## config.mk

```make
export PLATFORM = sky130hd
export DESIGN_NAME = lock_ctrl
export DESIGN_NICKNAME = d
export VERILOG_FILES = /design/src/rtl/lock_ctrl.sv
export SDC_FILE = /design/constraint.sdc
export NUM_CORES = 1
export LEC_CHECK = 0
export CAP_MARGIN = 5
export CORE_MARGIN = 8
export CORE_UTILIZATION = 40
export CTS_CLUSTER_SIZE = 24
export DETAILED_ROUTE_END_ITERATION = 6
export MAX_ROUTING_LAYER = met4
export SLEW_MARGIN = 20
export SYNTH_ARGS = -nofsm -noshare
export SYNTH_HDL_FRONTEND = slang
export SYNTH_SLANG_ARGS = --single-unit
export TNS_END_PERCENT = 20
```

## constraint.sdc

```tcl
create_clock -name clk -period 1.45 [get_ports clk]
set_input_delay 0.29 -clock clk [delete_from_list [all_inputs] [get_ports clk]]
set_output_delay 0.29 -clock clk [all_outputs]
set_load 0.05 [all_outputs]
```

## src/rtl/lock_ctrl.sv

```systemverilog
// Access controller behind the 4-digit code matcher: qualifies match with enter,
// opens the lock, counts wrong entries and enforces a timed lockout with alarm.
module lock_ctrl #(
  parameter int MAX_TRIES      = 3,
  parameter int UNLOCK_CYCLES  = 16,
  parameter int LOCKOUT_CYCLES = 64,
  parameter int TRY_W          = 2
) (
  input  logic             clk,
  input  logic             rst,
  input  logic             match,
  input  logic             enter,
  input  logic             relock,
  output logic             unlocked,
  output logic             alarm,
  output logic             good_pulse,
  output logic             bad_pulse,
  output logic [TRY_W-1:0] fail_count
);

  localparam int TMAX    = (UNLOCK_CYCLES > LOCKOUT_CYCLES) ? UNLOCK_CYCLES : LOCKOUT_CYCLES;
  localparam int TIMER_W = (TMAX > 1) ? $clog2(TMAX) : 1;

  localparam logic [TIMER_W-1:0] UNLOCK_LAST  = TIMER_W'(UNLOCK_CYCLES - 1);
  localparam logic [TIMER_W-1:0] LOCKOUT_LAST = TIMER_W'(LOCKOUT_CYCLES - 1);
  // One extra bit so the increment can be compared against MAX_TRIES without wrapping.
  localparam logic [TRY_W:0]     TRIES_LIMIT  = (TRY_W + 1)'(MAX_TRIES);

  typedef enum logic [1:0] {
    S_LOCKED  = 2'd0,
    S_OPEN    = 2'd1,
    S_LOCKOUT = 2'd2
  } state_t;

  state_t             state_q, state_d;
  logic [TIMER_W-1:0] timer_q, timer_d;
  logic [TRY_W-1:0]   fail_q, fail_d;
  logic [TRY_W:0]     fail_inc;
  logic               unlocked_q, unlocked_d;
  logic               alarm_q, alarm_d;
  logic               good_q, good_d;
  logic               bad_q, bad_d;

  always_comb begin
    state_d  = state_q;
    timer_d  = timer_q;
    fail_d   = fail_q;
    good_d   = 1'b0;
    bad_d    = 1'b0;
    fail_inc = {1'b0, fail_q} + {{TRY_W{1'b0}}, 1'b1};

    case (state_q)
      S_LOCKED: begin
        if (enter) begin
          if (match) begin
            state_d = S_OPEN;
            timer_d = '0;
            fail_d  = '0;
            good_d  = 1'b1;
          end else begin
            bad_d = 1'b1;
            if (fail_inc == TRIES_LIMIT) begin
              state_d = S_LOCKOUT;
              timer_d = '0;
              fail_d  = '0;
            end else begin
              fail_d = fail_inc[TRY_W-1:0];
            end
          end
        end
      end

      S_OPEN: begin
        if (relock || timer_q == UNLOCK_LAST) begin
          state_d = S_LOCKED;
          timer_d = '0;
        end else begin
          timer_d = timer_q + TIMER_W'(1);
        end
      end

      S_LOCKOUT: begin
        if (timer_q == LOCKOUT_LAST) begin
          state_d = S_LOCKED;
          timer_d = '0;
        end else begin
          timer_d = timer_q + TIMER_W'(1);
        end
      end

      default: begin
        state_d = S_LOCKED;
        timer_d = '0;
      end
    endcase

    // Status flops follow the next state so they line up with it exactly.
    unlocked_d = (state_d == S_OPEN);
    alarm_d    = (state_d == S_LOCKOUT);
  end

  always_ff @(posedge clk) begin
    if (rst) begin
      state_q    <= S_LOCKED;
      timer_q    <= '0;
      fail_q     <= '0;
      unlocked_q <= 1'b0;
      alarm_q    <= 1'b0;
      good_q     <= 1'b0;
      bad_q      <= 1'b0;
    end else begin
      state_q    <= state_d;
      timer_q    <= timer_d;
      fail_q     <= fail_d;
      unlocked_q <= unlocked_d;
      alarm_q    <= alarm_d;
      good_q     <= good_d;
      bad_q      <= bad_d;
    end
  end

  assign unlocked   = unlocked_q;
  assign alarm      = alarm_q;
  assign good_pulse = good_q;
  assign bad_pulse  = bad_q;
  assign fail_count = fail_q;

endmodule

```

==> After elaboration in Yosys (flattened, before gate mapping) <==
Cells that the tools add are included.
{ "totals": {"mem_bits_ro": 0, "ramBits": 0, "register_bits": 14, "output_inout_bits": 6, "latch_bits": 0, "memories": 0, "input_bits": 5} }
{ "op_classes": {"n_mux": 16, "bitwise_logic": 2, "eq_ne": 9, "order_cmp": 0, "n_reduce_logical": 5, "add_sub_neg": 2, "multipliers": 0, "shifts": 0, "div": 0} }
{ "ops": {"columns": ["op", "count"], "rows": [
  ["6-bit two-way mux", 5],
  ["6-bit case mux with 3 select lines", 1],
  ["2-bit two-way mux", 7],
  ["6-bit by 1-bit adder with 6-bit output (second input constant)", 1],
  ["6-bit by 4-bit == test with 1-bit output (second input constant)", 1],
  ["6-bit == test (second input constant)", 1],
  ["2-bit case mux with 3 select lines", 1],
  ["2-bit by 1-bit == test with 1-bit output (second input constant)", 2],
  ["2-bit == test (second input constant)", 2],
  ["2-bit AND reduction", 2],
  ["2-bit by 1-bit adder with 3-bit output (second input constant)", 1],
  ["3-bit by 2-bit == test with 1-bit output (second input constant)", 1],
  ["3-bit != test (second input constant)", 1],
  ["3-bit OR reduction", 1],
  ["2-bit logical NOT", 1],
  ["1-bit two-way mux", 2],
  ["2-bit != test (second input constant)", 1],
  ["1-bit inverter", 2],
  ["1-bit logical OR", 1]
]} }

==> Logic depth before layout (Yosys ltp) <==
Gate-level depths: netlist of the first run.
{ "logic_depth": {"word_depth": 7, "mapped_depth": 7} }

==> Worst setup path before layout of the first run <==
No wires, ideal clock.
{ "synth_path": {"path_kind": "flip-flop to flip-flop", "from": "register fail_q[0] (netlist: fail_count[0])", "to": "register timer_q[3]", "t_arrival_ps": 1447, "setup_time_ps": 132, "slack_ps": -129, "stages_incl_launch_ff": 6, "period_less_slack_ps": 1579, "path_buffers": 0, "cell_sequence": "dfxtp_1 and2b_1 o22ai_2 nor4_1 a31oi_1 a21oi_1"} }
{ "synth_via": {"elab_chain_cells": 4} }
{ "synth_rtl": {"columns": ["item", "line", "rtl"], "rows": [
  ["from (decl)", "37", "logic [TRY_W-1:0] fail_q, fail_d;"],
  ["from (signal assigned)", "114", "fail_q <= fail_d;"],
  ["2-bit by 1-bit adder with 3-bit output", "50", "fail_inc = {1'b0, fail_q} + {{TRY_W{1'b0}}, 1'b1};"],
  ["3-bit by 2-bit == test with 1-bit output", "62", "if (fail_inc == TRIES_LIMIT) begin"],
  ["3-bit != test (no line)", null, null],
  ["2-bit AND reduction (no line)", null, null],
  ["to (signal assigned)", "113", "timer_q <= timer_d;"],
  ["to (decl)", "36", "logic [TIMER_W-1:0] timer_q, timer_d;"]
]} }
No other way between the ends.
A chain may end at the register's enable or synchronous reset.

==> Worst setup path after layout of the first run <==
{ "layout_path": {"from": "register state_q[0]", "to": "register unlocked_q (netlist: unlocked)"} }
{ "layout_via": {"elab_chain_cells": 5, "word_cells_on_any_way": 10, "cone_classes": "eq/ne: 3; mux: 6; reduce/logical: 1"} }
{ "layout_rtl": {"columns": ["item", "line", "rtl"], "rows": [
  ["from (decl)", "35", "state_t state_q, state_d;"],
  ["from (signal assigned)", "112", "state_q <= state_d;"],
  ["2-bit two-way mux", "62", null],
  ["2-bit two-way mux", "55", "if (match) begin"],
  ["2-bit two-way mux", "54", "if (enter) begin"],
  ["2-bit case mux with 3 select lines (*)", "52", "case (state_q)"],
  ["2-bit by 1-bit == test with 1-bit output (*)", "98", "unlocked_d = (state_d == S_OPEN);"],
  ["to (signal assigned)", "115", "unlocked_q <= unlocked_d;"],
  ["to (decl)", "39", "logic unlocked_q, unlocked_d;"]
]} }
Mark *: on every way between the ends. The rest lies on a longest branch, timed or not.

==> results of run 1 <==
## area by class of cell
class	instances	area [um2]
clock buffer	4	36.3
fill	152	592
inverter	3	11.3
multi-input combinational	68	472
sequential	14	285
tap	25	31.3
timing repair buffer	26	280
## worst max-delay path: cells and delay by family (launching register included)
kind / cells / cell delay, ps
DFF: 1 / 350
buffers and inverters: 1 / 40
AOI/OAI and AO/OA: 3 / 430
and+or+nand+nor: 2 / 480
adders and majority gates: 1 / 170
## cells by family (layout without fill, tap and decap cells)
family	Yosys count	in the layout	synth area share (%)
AO/OA/AOI/OAI	20	20	18.4
AND/OR/NAND/NOR	43	43	31.6
adder cells (fa/ha/maj)	5	5	8.74
flip-flops	14	14	39.2
buffers and inverters	4	33	2.10
## how the worst min path moves through the flow
stage               depth (start not counted)         end        from  slack, ps
floorplan                                   1       alarm         rst        360
global placement                            2  timer_q[1]  timer_q[1]        460
detailed placement                          2  timer_q[1]  timer_q[1]        470
CTS                                         2  timer_q[1]  timer_q[1]        480
global route                                2  timer_q[1]  timer_q[1]        510
finish                                      2  timer_q[1]  timer_q[1]        480
## layer usage
layer	wire (um)	GRT usage, %
met5	0	-
met1	728	12.0
met3	86	5.22
met4	12	3.15
met2	790	16.9
## report_power, final
group	switching, W	internal (W)	leakage [nW]
sequential	0.0000102	0.000395	0.115
combinational	0.0000823	0.0000809	0.313
clock	0.000125	0.000153	0.0210
## through the flow
stage / TNS [ps] / power (W) / util, %
3_3_place_gp: -1820 / 0.000567 / 59.8
5_1_grt: -1160 / 0.000882 / 65.3
6_report: -185 / 0.000846 / 65.3
2_1_floorplan: -101 / 0.000484 / -
3_5_place_dp: -2110 / 0.000568 / 59.8
4_1_cts: -301 / 0.000854 / 64.2
## state kept, by name, indices dropped and copies added (netlist names)
name,count
alarm,1
bad_pulse,1
fail_count,2
good_pulse,1
state_q,2
timer_q,6
unlocked,1
## synthesized netlist by cell type (2+ instances only)
| library cell | count | area (um2) |
|---|---|---|
| dfxtp_1 | 14 | 280 |
| a21oi_1 | 9 | 45.0 |
| a31oi_1 | 2 | 12.5 |
| nand3b_1 | 3 | 22.5 |
| ha_1 | 5 | 62.6 |
| nor4_1 | 2 | 12.5 |
| inv_1 | 3 | 11.3 |
| nor2_1 | 10 | 37.5 |
| nand3_1 | 4 | 20.0 |
| o21ai_0 | 3 | 15.0 |
| nand2_1 | 10 | 37.5 |
| o22ai_2 | 2 | 25.0 |
| nor3_1 | 3 | 15.0 |
## what timing repair did
action	CTS	global route
buffers inserted	2	0
pin swaps	4	5
endpoints found under the setup margin	10	11
gates resized for setup	8	4
==> results.tsv, run 1 <==
metric	value	unit
worst-endpoint-required	1680	ps
synth-main-ff-cell	dfxtp_1	
crit_start	state_q[0]	
startpoint_type	flip-flop	
worstMarginPinSlew	228	ps
die_w	58.3	um
routedWlPerCell	11.6	um
hold_viol	0	
start_util	41.9	%
cpMaxStageDelayCell	dfxtp_2	
setup_viol	7	
most-common-layout-cells	buf_4 (16), nand2_1 (10), dfxtp_1 (10), nor2_1 (9), a21oi_1 (8)	
worstPathMaxFanout	3	
fin_crit	1520	ps
cts_tree	done	
dp_cells	134	
grt_pass1_wl	2.80	mm
grt_max_degree	9	
yosysUniqueCellTypes	29	
crit_path_end	unlocked	
instances_no_fill	140	
clock_sinks	14	
num_io_pins	11	
ir_worst_vdd	625	uV
max_stage_delay	350	ps
crit_chain	inv_2 -> ha_2 -> or3_1 -> o21ai_2 -> a21oi_2 -> o22ai_2 -> and3_1	
drive_gt1_share	40.9	%
n_antenna_cell	0	
worstPathArrival	1750	ps
rows	15	
ys_ff_latch	14	
place.gp.congestion	0.818	
async_flop_share	0	%
clockRootBuffer	clkbuf_4	
clockBufferDepth	2	
grt_pass1_vias	665	
power.density	758	nW/um2
leakage	0.449	nW
drt-pass1-iter-count	4	
drv_slew	0	
grt_overflow	0	
cts_max_level	1	
antenna_found_initial	0	
antenna_left	0	
reg2reg_from	state_q[0]	
syn_avg_cell_area	8.32	um2
r2r_slack	-70	ps
ys_seq_area_share	39.2	%
yosysWarningCount	0	
numCtsBuffers	3	
end_kind	flip-flop	
fin_worst_skew	5.45	ps
drc	0	
area_growth	55.9	%
status	complete, but fails checks	
setup_ws	-74.0	ps
synth_edf_count	0	
coreArea	1710	um2
clock_latency	280	ps
vias	689	
max_freq	0.656	GHz
reg2reg_to	unlocked	
timing.final.crit_share	105	%
hold_path.class	flip-flop to flip-flop	
postPlaceCellArea	1020	um2
finalNetCount	126	
holdWs	483	ps
dp_slack	-240	ps
viasPerCell	4.92	
violations	negative setup slack	
place_hpwl	1.26	mm
die_h	58.3	um
rr_worst_depth	7	
design_area	1120	um2
drt_iter0_markers	14	
die_area	3400	um2
cts_hold_buf	0	
cap_violations	0	
portBuffers	10	
netlist_area	716	um2
syn_nets	96	
wirelength	1.62	mm
slew_headroom	84.6	%
final_common_cell	buf_4	
cts.reportedPaths.clkPinSlew	80	ps
grt_usage	10.8	%
critPathKind	flip-flop to flip-flop	
syn_inst	86	
rsz0062_at_grt	true	
(Power assumes the default switching activity.)
==> inputs of run 2 (changes only) <==
SLEW_MARGIN = 25   (was 20)
==> results of run 2 <==
No change in the layout: final DEF, timing and power equal those of run 1.
